<file path="src/rtl/wb_xbar_pkg.sv">
// -----------------------------------------------------------------------------
// wb_xbar_pkg
// Shared types and constants for the single-master Wishbone crossbar.
//   state_e       : crossbar FSM state (IDLE / ACTIVE / RESP)
//   ERR_PATTERN   : read data returned to the master on an error response
//   MAX_SLAVES    : upper bound on slave ports supported by the decoder
//   slave_onehot  : slave index -> one-hot select vector (MAX_SLAVES wide)
// -----------------------------------------------------------------------------
package wb_xbar_pkg;

  typedef enum logic [1:0] {
    ST_IDLE   = 2'd0,
    ST_ACTIVE = 2'd1,
    ST_RESP   = 2'd2
  } state_e;

  localparam logic [31:0] ERR_PATTERN = 32'hDEAD_BEEF;
  localparam int          MAX_SLAVES  = 16;

  // One-hot of a 4-bit slave index; callers truncate to their slave count.
  function automatic logic [MAX_SLAVES-1:0] slave_onehot(input logic [3:0] idx);
    logic [MAX_SLAVES-1:0] oh;
    oh      = '0;
    oh[idx] = 1'b1;
    return oh;
  endfunction

endpackage : wb_xbar_pkg

</file>
<file path="src/rtl/wb_timeout_cnt.sv">
// -----------------------------------------------------------------------------
// wb_timeout_cnt
// Watchdog for a slave access. Counts enabled cycles since the last clear and
// flags the cycle in which the TIMEOUT-th enabled cycle is being spent.
//   clk_i      in  clock
//   rst_i      in  synchronous active-high reset
//   clr_i      in  clear count to zero (wins over enable)
//   en_i       in  count this cycle
//   expired_o  out high while enabled and count == TIMEOUT-1
// -----------------------------------------------------------------------------
module wb_timeout_cnt #(
  parameter int TIMEOUT = 255
) (
  input  logic clk_i,
  input  logic rst_i,
  input  logic clr_i,
  input  logic en_i,
  output logic expired_o
);

  localparam int CNT_W = $clog2(TIMEOUT + 1);

  logic [CNT_W-1:0] cnt_q;
  logic [CNT_W-1:0] cnt_d;

  // Saturating count: parks at TIMEOUT rather than wrapping back to zero.
  always_comb begin
    cnt_d = cnt_q;
    if (clr_i) begin
      cnt_d = '0;
    end else if (en_i && (cnt_q != CNT_W'(TIMEOUT))) begin
      cnt_d = cnt_q + CNT_W'(1);
    end
  end

  always_ff @(posedge clk_i) begin
    if (rst_i) begin
      cnt_q <= '0;
    end else begin
      cnt_q <= cnt_d;
    end
  end

  assign expired_o = en_i && (cnt_q == CNT_W'(TIMEOUT - 1));

endmodule : wb_timeout_cnt

</file>
<file path="src/rtl/wb_xbar_1ton.sv">
// -----------------------------------------------------------------------------
// wb_xbar_1ton
// Single-master, N-slave Wishbone classic interconnect. The master address
// field [SEL_LSB +: SEL_W] picks a slave; the cycle is forwarded to it and the
// response is registered back to the master. Unmapped accesses and slaves that
// never ack are turned into an error response (ERR_PATTERN, err_o=1) so the
// master always sees exactly one ack per access.
//
// Handshake: an access is requested while m_cyc_i & m_stb_i are high; the
// crossbar answers with a single-cycle m_ack_o (with err_o for errors). The
// master holds its request until it samples ack and drops it one cycle later.
// Slave side: s_cyc_o/s_stb_o stay high on the selected slave until it returns
// s_ack_i; acks from other slaves or outside an active forward are ignored.
// Dropping m_cyc_i mid-access aborts it without an ack.
//
// Ports
//   wb_clk_i, soc_rst_i          clock, synchronous active-high reset
//   m_addr_i/m_wdata_i/m_we_i/
//   m_sel_i/m_cyc_i/m_stb_i      master request
//   m_rdata_o, m_ack_o           registered response to master
//   s_addr_o/s_wdata_o/s_sel_o   broadcast to all slaves
//   s_we_o                       write enable, only while forwarding
//   s_cyc_o, s_stb_o             one-hot per-slave cycle/strobe
//   s_rdata_i, s_ack_i           per-slave response (slave k at k*DATA_W)
//   err_o                        error qualifier for m_ack_o
//   err_addr_o                   address of the most recent errored access
// -----------------------------------------------------------------------------
module wb_xbar_1ton
  import wb_xbar_pkg::*;
#(
  parameter int ADDR_W   = 32,
  parameter int DATA_W   = 32,
  parameter int N_SLAVES = 4,
  parameter int SEL_LSB  = 16,
  parameter int SEL_W    = 4,
  parameter int TIMEOUT  = 255
) (
  input  logic                       wb_clk_i,
  input  logic                       soc_rst_i,
  input  logic [ADDR_W-1:0]          m_addr_i,
  input  logic [DATA_W-1:0]          m_wdata_i,
  input  logic                       m_we_i,
  input  logic [DATA_W/8-1:0]        m_sel_i,
  input  logic                       m_cyc_i,
  input  logic                       m_stb_i,
  output logic [DATA_W-1:0]          m_rdata_o,
  output logic                       m_ack_o,
  output logic [ADDR_W-1:0]          s_addr_o,
  output logic [DATA_W-1:0]          s_wdata_o,
  output logic                       s_we_o,
  output logic [DATA_W/8-1:0]        s_sel_o,
  output logic [N_SLAVES-1:0]        s_cyc_o,
  output logic [N_SLAVES-1:0]        s_stb_o,
  input  logic [N_SLAVES*DATA_W-1:0] s_rdata_i,
  input  logic [N_SLAVES-1:0]        s_ack_i,
  output logic                       err_o,
  output logic [ADDR_W-1:0]          err_addr_o
);

  localparam logic [DATA_W-1:0] ERR_DATA = DATA_W'(ERR_PATTERN);

  // ---------------------------------------------------------------------------
  // Decode
  // ---------------------------------------------------------------------------
  logic [SEL_W-1:0] idx;
  logic             mapped;
  logic             req;

  assign idx    = m_addr_i[SEL_LSB +: SEL_W];
  assign mapped = (32'(idx) < 32'(N_SLAVES));
  assign req    = m_cyc_i & m_stb_i;

  // ---------------------------------------------------------------------------
  // State and datapath registers
  // ---------------------------------------------------------------------------
  state_e              state_q, state_d;
  logic [3:0]          sel_q, sel_d;
  logic [DATA_W-1:0]   rdata_q, rdata_d;
  logic                err_q, err_d;
  logic [ADDR_W-1:0]   err_addr_q, err_addr_d;

  // ---------------------------------------------------------------------------
  // Selected-slave response mux (one-hot AND-OR, no wide index)
  // ---------------------------------------------------------------------------
  logic [N_SLAVES-1:0] sel_oh;
  logic                ack_sel;
  logic [DATA_W-1:0]   rdata_sel;

  assign sel_oh  = N_SLAVES'(slave_onehot(sel_q));
  assign ack_sel = |(s_ack_i & sel_oh);

  always_comb begin
    rdata_sel = '0;
    for (int k = 0; k < N_SLAVES; k++) begin
      if (sel_oh[k]) begin
        rdata_sel = rdata_sel | s_rdata_i[k*DATA_W +: DATA_W];
      end
    end
  end

  // ---------------------------------------------------------------------------
  // Timeout watchdog: cleared whenever no slave is being forwarded to, so it
  // always starts from zero on entry to ACTIVE.
  // ---------------------------------------------------------------------------
  logic tmo_expired;

  wb_timeout_cnt #(
    .TIMEOUT (TIMEOUT)
  ) u_timeout_cnt (
    .clk_i     (wb_clk_i),
    .rst_i     (soc_rst_i),
    .clr_i     (state_q != ST_ACTIVE),
    .en_i      (state_q == ST_ACTIVE),
    .expired_o (tmo_expired)
  );

  // ---------------------------------------------------------------------------
  // FSM process 1: state / datapath registers
  // ---------------------------------------------------------------------------
  always_ff @(posedge wb_clk_i) begin
    if (soc_rst_i) begin
      state_q    <= ST_IDLE;
      sel_q      <= '0;
      rdata_q    <= '0;
      err_q      <= 1'b0;
      err_addr_q <= '0;
    end else begin
      state_q    <= state_d;
      sel_q      <= sel_d;
      rdata_q    <= rdata_d;
      err_q      <= err_d;
      err_addr_q <= err_addr_d;
    end
  end

  // ---------------------------------------------------------------------------
  // FSM process 2: next state and datapath updates
  // ---------------------------------------------------------------------------
  always_comb begin
    state_d    = state_q;
    sel_d      = sel_q;
    rdata_d    = rdata_q;
    err_d      = err_q;
    err_addr_d = err_addr_q;

    case (state_q)
      ST_IDLE: begin
        if (req) begin
          if (mapped) begin
            sel_d   = 4'(idx);
            state_d = ST_ACTIVE;
          end else begin
            rdata_d    = ERR_DATA;
            err_addr_d = m_addr_i;
            err_d      = 1'b1;
            state_d    = ST_RESP;
          end
        end
      end

      ST_ACTIVE: begin
        // Abort first: with cyc low the slave strobe is already gone, so any
        // ack seen now does not belong to a live request.
        if (!m_cyc_i) begin
          state_d = ST_IDLE;
        end else if (ack_sel) begin
          // A real ack beats a simultaneous watchdog expiry.
          rdata_d = rdata_sel;
          err_d   = 1'b0;
          state_d = ST_RESP;
        end else if (tmo_expired) begin
          rdata_d    = ERR_DATA;
          err_addr_d = m_addr_i;
          err_d      = 1'b1;
          state_d    = ST_RESP;
        end
      end

      ST_RESP: begin
        state_d = ST_IDLE;
      end

      default: begin
        state_d = ST_IDLE;
      end
    endcase
  end

  // ---------------------------------------------------------------------------
  // FSM process 3: outputs
  // ---------------------------------------------------------------------------
  always_comb begin
    s_cyc_o = '0;
    s_stb_o = '0;
    s_we_o  = 1'b0;
    m_ack_o = 1'b0;
    err_o   = 1'b0;

    case (state_q)
      ST_ACTIVE: begin
        if (req) begin
          s_cyc_o = sel_oh;
          s_stb_o = sel_oh;
        end
        s_we_o = m_we_i;
      end
      ST_RESP: begin
        m_ack_o = 1'b1;
        err_o   = err_q;
      end
      default: begin
      end
    endcase
  end

  assign m_rdata_o  = rdata_q;
  assign err_addr_o = err_addr_q;
  assign s_addr_o   = m_addr_i;
  assign s_wdata_o  = m_wdata_i;
  assign s_sel_o    = m_sel_i;

endmodule : wb_xbar_1ton

</file>
<file path="config.mk">
export PLATFORM = sky130hd
export DESIGN_NAME = wb_xbar_1ton
export DESIGN_NICKNAME = d
export VERILOG_FILES = /design/src/rtl/wb_xbar_pkg.sv /design/src/rtl/wb_timeout_cnt.sv /design/src/rtl/wb_xbar_1ton.sv
export SDC_FILE = /design/constraint.sdc
export NUM_CORES = 1
export LEC_CHECK = 0
export CAP_MARGIN = 40
export CELL_PAD_IN_SITES_DETAIL_PLACEMENT = 1
export CELL_PAD_IN_SITES_GLOBAL_PLACEMENT = 1
export CORE_ASPECT_RATIO = 1.25
export CORE_MARGIN = 3
export CORE_UTILIZATION = 23
export DETAILED_ROUTE_END_ITERATION = 7
export HOLD_SLACK_MARGIN = 0.06
export PLACE_DENSITY = 0.85
export SLEW_MARGIN = 15
export SYNTH_ARGS = -nofsm -noshare
export SYNTH_HDL_FRONTEND = slang
export SYNTH_HIERARCHICAL = 1
export SYNTH_SLANG_ARGS = --single-unit
</file>
<file path="constraint.sdc">
create_clock -name wb_clk_i -period 1.9 [get_ports wb_clk_i]
set_input_delay 0.285 -clock wb_clk_i [delete_from_list [all_inputs] [get_ports wb_clk_i]]
set_output_delay 0.285 -clock wb_clk_i [all_outputs]
set_load 0.01 [all_outputs]
</file>
**After elaboration in Yosys (flattened, before gate mapping)**

Cells that the tools add are included.

- Register bits after elaboration: 79
- Bits of input ports: 205
- Output and inout port bits: 143

- Add/sub/neg operators: 1
- Order comparisons: 3
- Equality and inequality tests: 12
- Multiplexer cells: 35
- Bitwise operators: 5
- Reductions and logical operators: 11

Operators by type and width:

| operator | number |
|---|---|
| $mux W32 | 14 |
| $pmux W32 S2 | 2 |
| $or A32 B32 Y32 | 3 |
| $mux W2 | 5 |
| $ne A2 B2 Y1 const B | 5 |
| $mux W1 | 9 |
| $add A8 B1 Y8 const B | 1 |
| $eq A8 B8 Y1 const B | 1 |
| $mux W4 | 2 |
| $ne A8 B8 Y1 const B | 1 |
| $reduce_and A6 Y1 | 1 |
| $lt A4 B5 Y1 const B | 1 |
| $reduce_and A5 Y1 | 1 |
| $and A4 B4 Y4 | 1 |
| $demux W1 S4 | 1 |
| $ge A4 B1 Y1 const B | 1 |
| $lt A4 B3 Y1 const B | 1 |
| $ne A4 B4 Y1 const B | 1 |
| $pmux W2 S2 | 1 |
| $reduce_or A4 Y1 | 1 |
| $logic_and A1 B1 Y1 | 3 |
| $ne A3 B3 Y1 const B | 1 |
| $reduce_and A3 Y1 | 1 |
| $eq A2 B1 Y1 const B | 1 |
| 8 further kinds | 8 |

**Depth between registers and ports, before layout**

Gate-level depths: netlist of the first run.

- Depth after elaboration: 14
- Gate-level depth with buffers: 8
- Mapped depth without buffers: 7

**Modules after synthesis**

The synthesis of the first run kept the hierarchy.

By module, submodules not included:

| module | times used | cells an instance | area an instance (um^2) |
|---|---|---|---|
| wb_xbar_1ton | 1 | 428 | 4,525.6 |
| wb_timeout_cnt | 1 | 51 | 459.2 |

**Worst setup path before layout of the first run**

Ideal clock, no wire load.

- Kind: register -> register
- Start: register state_q[1]
- End: register err_addr_q[0] (netlist: err_addr_o[0])
- Library setup time: 72 ps
- Arrival: 2,069 ps
- Required time: 1,828 ps
- Slack: -240 ps
- Stages on the path, launching flop included: 9
- Clock period less this slack: 2,140 ps
- Cells stage by stage: dfxtp_1 -> nand2b_1 -> inv_2 -> nand2_1 -> nor3_1 -> o221ai_2 -> a21boi_4 -> buf_8 -> mux2i_1

- Cells in the longest elaborated chain, start to end: 4
- Elaborated cells between the ends (all ways): 11
- Those cells by class: eq/ne: 6; mux: 1; reduce/logical: 4

RTL lines:

| what | RTL line | RTL |
|---|---|---|
| start, declared | wb_xbar_1ton.sv:76 | `state_e state_q, state_d;` |
| start signal, assigned | wb_xbar_1ton.sv:128 | `state_q <= state_d;` |
| $eq A2 B1 Y1 | wb_xbar_1ton.sv:113 | `.en_i (state_q == ST_ACTIVE),` |
| $logic_and A1 B1 Y1 | wb_timeout_cnt.sv:44 | `assign expired_o = en_i && (cnt_q == CNT_W'(TIMEOUT - 1));` |
| named net tmo_expired | wb_xbar_1ton.sv:105 | `logic tmo_expired;` |
| $ne A2 B2 Y1 (no line) | - |  |
| $reduce_and A6 Y1 (no line) | - |  |
| end signal, assigned | wb_xbar_1ton.sv:132 | `err_addr_q <= err_addr_d;` |
| end, declared | wb_xbar_1ton.sv:80 | `logic [ADDR_W-1:0] err_addr_q, err_addr_d;` |

The timed path passes the listed nets, and every way through them passes these cells.
A chain may end at the register's enable or synchronous reset.

**Worst setup path in the final report of the first run**

- Start: register state_q[1]
- End: output s_cyc_o[0]

- Cells in the longest elaborated chain, start to end: 2

RTL lines:

| what | RTL line | RTL |
|---|---|---|
| $eq A2 B1 Y1 | wb_xbar_1ton.sv:199 | `case (state_q)` |
| $mux W4 | wb_xbar_1ton.sv:199 |  |
| end, declared | wb_xbar_1ton.sv:52 | `output logic [N_SLAVES-1:0] s_cyc_o,` |

Every way passes these cells.

==> key figures, run 1 <==
Clock network
  • CTS Buf Count: 9
  • Clock Root Buffer: clkbuf_16
  • H-Tree Depth: 3
  • CTS tree: built
  • Skew-Pair Late Insertion Delay: 340 ps
  • CTS clk-pin slew, worst paths: 70 ps
  • CTS Sinks: 79
  • Bufs on Longest Clock Path: 2

Job
  • Max Cap Viol: 0

Floorplan
  • IO Count: 348
  • Die Ht: 171 um
  • Die area: 23500 um2
  • Initial Util: 0.237
  • Core Box Area: 21000 um2
  • Die X: 138 um
  • Row Count: 59

STA
  • Setup Viol. Count Final: 0
  • Max Freq: 554 MHz
  • Final Hold Viols: 0
  • Tmin final: 1800 ps
  • Worst-Margin Slew: 447 ps
  • Skew final: 9.59 ps
  • Hold Slack: 363 ps
  • PnR worst setup slack: 95.4 ps
  • Slew HR: 0.700
  • Final worst-path cycle share: 0.950
  • Slew Limit Fails: 0

Worst setup path
  • CP max FO: 4
  • Worst EP required: 1620 ps
  • Startpoint Class: flop
  • Crit-path slowest cell: dfxtp_2
  • Max stage delay on crit path: 320 ps
  • Critical Path End Type: output pin
  • WP data arrival: 1520 ps
  • Worst path buffer plus inverter count: 3
  • Critical-path cell list: nand2b_4 -> inv_4 -> and4_1 -> buf_6 -> nor3b_4 -> buf_2
  • Worst setup path category: flop to output pin
  • CP delay by family, top: simple AND/OR/NAND/NOR gates

Placement
  • Gpl congestion: 0.749
  • Place WS: -360 ps
  • Input/output buffers: 275
  • DP Wirelength: 15400 um
  • DP Cell Count: 961

Synthesis
  • Fraction of registers with async set/reset: 0
  • Post-synth EDFFs: 0
  • Avg Synthesized Cell Area: 10.4 um2
  • Synth top area cells: dfxtp_1 32%, buf_4 11%, mux4_2 10%
  • Yosys warns: 6
  • Sequential area share after synthesis: 0.317
  • Yosys top cell by area: dfxtp_1
  • Top_reg_cell synth: dfxtp_1
  • Syn_nets: 686
  • Main combinational cell family by area after synthesis: multiplexers
  • Post-Synth XOR/XNOR Area: 0
  • Mapped Area: 4980 um2
  • Most frequent cells after synthesis: 95 x nand2_1, 79 x dfxtp_1, 72 x buf_4, 37 x mux2i_1, 30 x inv_1
  • #FFs+latches synth: 79
  • Post-synthesis adder-cell area fraction: 0.00502
  • Yosys cell types: 51
  • Compound-Gate Fraction of Synth Area: 0.127
  • Synth top area share: 0.317
  • Top-count cell post-synth: nand2_1
  • Multiplexer share of the synthesized area: 0.231
  • Synthesized instance count: 479
  • Synth Area in Simple Gates: 0.137

Final layout
  • # diodes: 0
  • Area Growth Syn to Fin: 62.3%
  • Layout net count: 912
  • Fill count: 2364
  • Final Non-Filler Cells: 984
  • Share of layout cells above drive strength 1: 0.206
  • Post-route core utilization: 0.384

Drt
  • Vias: 4489
  • Final wirelength: 19100 um
  • DR pass1 iterations: 4
  • DR vias/cell: 4.56
  • Met1 WL: 5880 um
  • Routed wl met2: 10100 um
  • Drt drc: 0
  • DRT antenna net count: 0
  • Iter 0 DRT Violations: 107
  • Mean routed wirelength per cell: 19.4 um
  • Highest Signal Layer: met5
  • Met3 WL post-DR: 2230 um

Power and ir drop
  • Lkg Pwr: 3.00 nW
  • Peak VDD IR: 381 uV
  • PwrDens: 569 nW/um2

Global route
  • Initial antenna violation count: 1
  • Remaining global-route overflow: 0
  • Vias in the first global route: 4898
  • Pin count of the biggest net entering global routing: 68
  • First-pass GRT wire length: 27300 um
  • Gr usage total: 0.156

Run status
  • Status: completed

Hold path
  • Hold WC Path Type: input pin to flop
state kept, by name, summed over array words and instances, names as in the netlist:
signal and count:
err_q 1, sel_q 4, m_rdata_o 32, state_q 2, err_addr_o 32, u_timeout_cnt/cnt_q 8
power breakdown:
part	internal, W	leakage [nW]	switching (W)
sequential	0.00173	0.646	0.0000410
combinational	0.000715	2.21	0.000396
clock	0.000912	0.135	0.000804
area by class of cell:
class / instances / area [um2] / area share
multi-input cells: 265 / 2540 / 0.314
well taps: 274 / 343 / 0.0424
clock inverters: 7 / 61.3 / 0.00758
repair buffers: 319 / 3210 / 0.397
inverters: 31 / 119 / 0.0147
clock buffers: 9 / 225 / 0.0278
flip-flops and latches: 79 / 1590 / 0.196
placed cells by master, fill, tap and decap left out, types with 2 or more instances in the layout:
cell / synthesis / final
inv_1: 30 / 29
mux4_2: 23 / 23
dlygate4sd2_1: 0 / 2
mux2i_1: 37 / 36
dfxtp_1: 79 / 75
a221oi_2: 24 / 24
inv_6: 0 / 3
clkbuf_16: 0 / 12
nor2_1: 7 / 6
mux2i_2: 2 / 3
nand2_1: 95 / 94
mux4_1: 9 / 9
buf_12: 1 / 9
and2_1: 9 / 9
nand3_1: 2 / 2
nor3_1: 3 / 2
and3_1: 4 / 3
buf_2: 3 / 9
nand4_1: 2 / 2
ha_1: 2 / 2
a31oi_1: 2 / 2
and3_4: 1 / 2
and4_4: 2 / 2
or3_1: 3 / 3
buf_4: 72 / 30
a211oi_1: 4 / 4
dfxtp_2: 0 / 4
a21oi_1: 3 / 3
nand3_2: 2 / 2
clkdlybuf4s50_1: 0 / 263
a32o_1: 8 / 8
clkinvlp_4: 0 / 2
stage by stage:
stage / cell area, um2 / setup TNS, ps / power (W)
CTS: 7940 / 0 / 0.00469
detailed placement: 7670 / -15510 / 0.00290
global placement: 7670 / -13220 / 0.00288
floorplan: 5000 / 0 / 0.00234
finish: 8090 / 0 / 0.00460
global route: 8090 / -10.5 / 0.00485
timing repair:
item                                    CTS  global route
cloned                                    0             3
endpoints found under the setup margin   70            68
pin swaps                                 1             4
resized for setup                        41             6
hold endpoints to repair                  0             0
buffers inserted                          0             4
hold buffers                              0             0
metal layers:
| metal | vias to the layer above | track usage |
|---|---|---|
| li1 | 2084 | - |
| met1 | 2117 | 0.143 |
| met2 | 243 | 0.285 |
| met3 | 43 | 0.0700 |
| met4 | 2 | 0.0833 |
| met5 | - | 0 |
worst register-to-register path, cell delays in order (launching register included):
cell	delay, ps
dfxtp_2	350
buf_4	130
nor2_1	60
nor4b_4	410
a21boi_4	270
buf_12	160
buf_12	140
mux2i_1	200
worst paths after layout:
kind	start	endpoint	slack (ps)	cells past startpoint
setup / recovery	state_q[1]	s_cyc_o[0]	100	6
hold / removal	soc_rst_i	m_rdata_o[27]	360	3
setup reg to reg	state_q[0]	err_addr_o[11]	110	7
hold reg to reg	err_addr_o[10]	err_addr_o[10]	460	2
cell families after synthesis:
| logic type | count (synthesis) |
|---|---|
| flip-flops | 79 |
| buffers and inverters | 135 |
| AND/OR/NAND/NOR | 142 |
| AO/OA/AOI/OAI | 50 |
| adder cells (fa/ha/maj) | 2 |
| multiplexers | 71 |
Power figures use the tool's default switching activity.
==> run 2: changes to the inputs <==
CORE_UTILIZATION = 25   (was 23)
PLACE_DENSITY = 0.88   (was 0.85)
SLEW_MARGIN = default   (was 15)
clock period = 2 ns   (was 1.9 ns; I/O delays follow)
==> run 2 against run 1 <==
Net effect: clock power up 4%; critical path depth unchanged; register-to-register slack about the same; global-route usage up 1.5 points; via count down 0.18%; highest routed layer is now met4.
==> key figures, run 2 (synthesized netlist as in run 1, its figures left out) <==
Run status
  • Status: completed

Drt
  • Final wirelength: 19900 um
  • DR pass1 iterations: 4
  • Vias: 4481
  • Iter 0 DRT Violations: 139
  • DRT antenna net count: 0
  • DR vias/cell: 4.62
  • Drt drc: 0
  • Mean routed wirelength per cell: 20.6 um

Global route
  • Vias in the first global route: 4848
  • Initial antenna violation count: 0
  • Pin count of the biggest net entering global routing: 56
  • First-pass GRT wire length: 28200 um
  • Remaining global-route overflow: 0
  • Gr usage total: 0.171

STA
  • Final Hold Viols: 0
  • Setup Viol. Count Final: 0
  • Final worst-path cycle share: 0.961
  • Slew Limit Fails: 0
  • Tmin final: 1920 ps
  • Worst-Margin Slew: 538 ps
  • Slew HR: 0.641
  • TNS Setup: 0 ps
  • Skew final: 6.29 ps
  • Max Freq: 520 MHz

Worst setup path
  • Worst setup path category: flop to output pin
  • WP data arrival: 1620 ps
  • Critical Path End Type: output pin
  • CP max FO: 3
  • Startpoint Class: flop
  • Reg2Reg Setup Slack: 120 ps
  • Worst EP required: 1700 ps

Final layout
  • Fin area: 8000 um2
  • Area Growth Syn to Fin: 60.6%
  • Most common cell after layout, fill and taps aside: clkdlybuf4s50_1
  • Commonest non-fill, non-tap cells in the layout: 264 x clkdlybuf4s50_1, 95 x nand2_1, 77 x dfxtp_1
  • Fill count: 2198
  • Post-route core utilization: 0.410
  • Final Non-Filler Cells: 970
  • Layout net count: 908
  • Share of layout cells above drive strength 1: 0.189
  • # diodes: 0

Job
  • Max Cap Viol: 0

Floorplan
  • Row Count: 57
  • Core Box Area: 19500 um2
  • Die Ht: 164 um
  • Initial Util: 0.255
  • Die area: 21700 um2
  • Die X: 132 um
  • IO Count: 348

Power and ir drop
  • Switch share: 0.241
  • Pint: 0.00342 W
  • PwrDens: 563 nW/um2
  • Combinational power share: 0.229
  • NetSw: 0.00108 W
  • Lkg Pwr: 2.99 nW
  • Peak VDD IR: 369 uV
  • Clock share of power: 0.396
  • Sequential Power Share: 0.375
  • Final Total Pwr: 0.00450 W

Clock network
  • CTS Sinks: 79
  • CTS tree: built
  • CTS clk-pin slew, worst paths: 60 ps
  • CTS Buf Count: 9
  • Post-CTS Hold Buffers: 0
  • Bufs on Longest Clock Path: 2
  • Skew-Pair Late Insertion Delay: 340 ps
  • H-Tree Depth: 3
  • Clock Root Buffer: clkbuf_16

Placement
  • Gpl congestion: 0.801
  • Input/output buffers: 275
  • DP Wirelength: 16000 um
  • DP Cell Count: 952
  • Placed cell area: 7620 um2

Hold path
  • Hold WC Path Type: flop to flop
-- run 2: timing repair --
action                                  4_1_cts  5_1_grt
setup buffers                                 0        1
endpoints found under the setup margin       13       37
gates cloned                                  0        2
resized for setup                            23        5
pin swaps                                     0        2
-- run 2: worst paths after layout --
kind | end | depth (start not counted) | start
max | s_stb_o[2] | 6 | state_q[1]
min | err_addr_o[9] | 2 | err_addr_o[9]
max reg2reg | m_rdata_o[14] | 5 | sel_q[1]
min reg2reg | err_addr_o[9] | 2 | err_addr_o[9]
-- run 2: through the flow --
step | setup slack (ps) | hold slack, ps
2_1_floorplan | 7.64 | 436
3_3_place_gp | -308 | 441
3_5_place_dp | -365 | 453
4_1_cts | -2.86 | 460
5_1_grt | -13.0 | 475
6_report | 77.6 | 456
-- run 2: cell type report --
cell class	instances	area, um2	share of cell area
Clock buffer	11	243	0.0303
Sequential cell	79	1580	0.198
Timing Repair Buffer	315	3130	0.391
Tap cell	265	332	0.0414
Inverter	31	116	0.0145
Clock inverter	4	70.1	0.00875
Multi-Input combinational cell	265	2530	0.316
-- run 2: power groups by stage --
stage | clock network (W) | logic (W) | registers [W]
6_report | 0.00179 | 0.00103 | 0.00169
4_1_cts | 0.00185 | 0.00104 | 0.00169
3_3_place_gp | 0 | 0.00100 | 0.00172
2_1_floorplan | 0 | 0.000473 | 0.00175
3_5_place_dp | 0 | 0.00103 | 0.00172
5_1_grt | 0.00192 | 0.00110 | 0.00170
-- run 2: worst max-delay path, cell delays in order (launching register included) --
cell             delay (ps)
dfxtp_1                 320
nand2b_4                150
inv_2                    50
and4_4                  250
buf_4                   120
and3b_1                 170
clkdlybuf4s15_2         230
-- run 2: layer usage --
| layer | track usage | wire length, um | up-vias |
|---|---|---|---|
| met5 | 0 | 0 | - |
| met4 | 0.0775 | 606 | 0 |
| met3 | 0.0561 | 1640 | 34 |
| met2 | 0.331 | 11000 | 240 |
| met1 | 0.165 | 6740 | 2132 |
| li1 | - | - | 2075 |
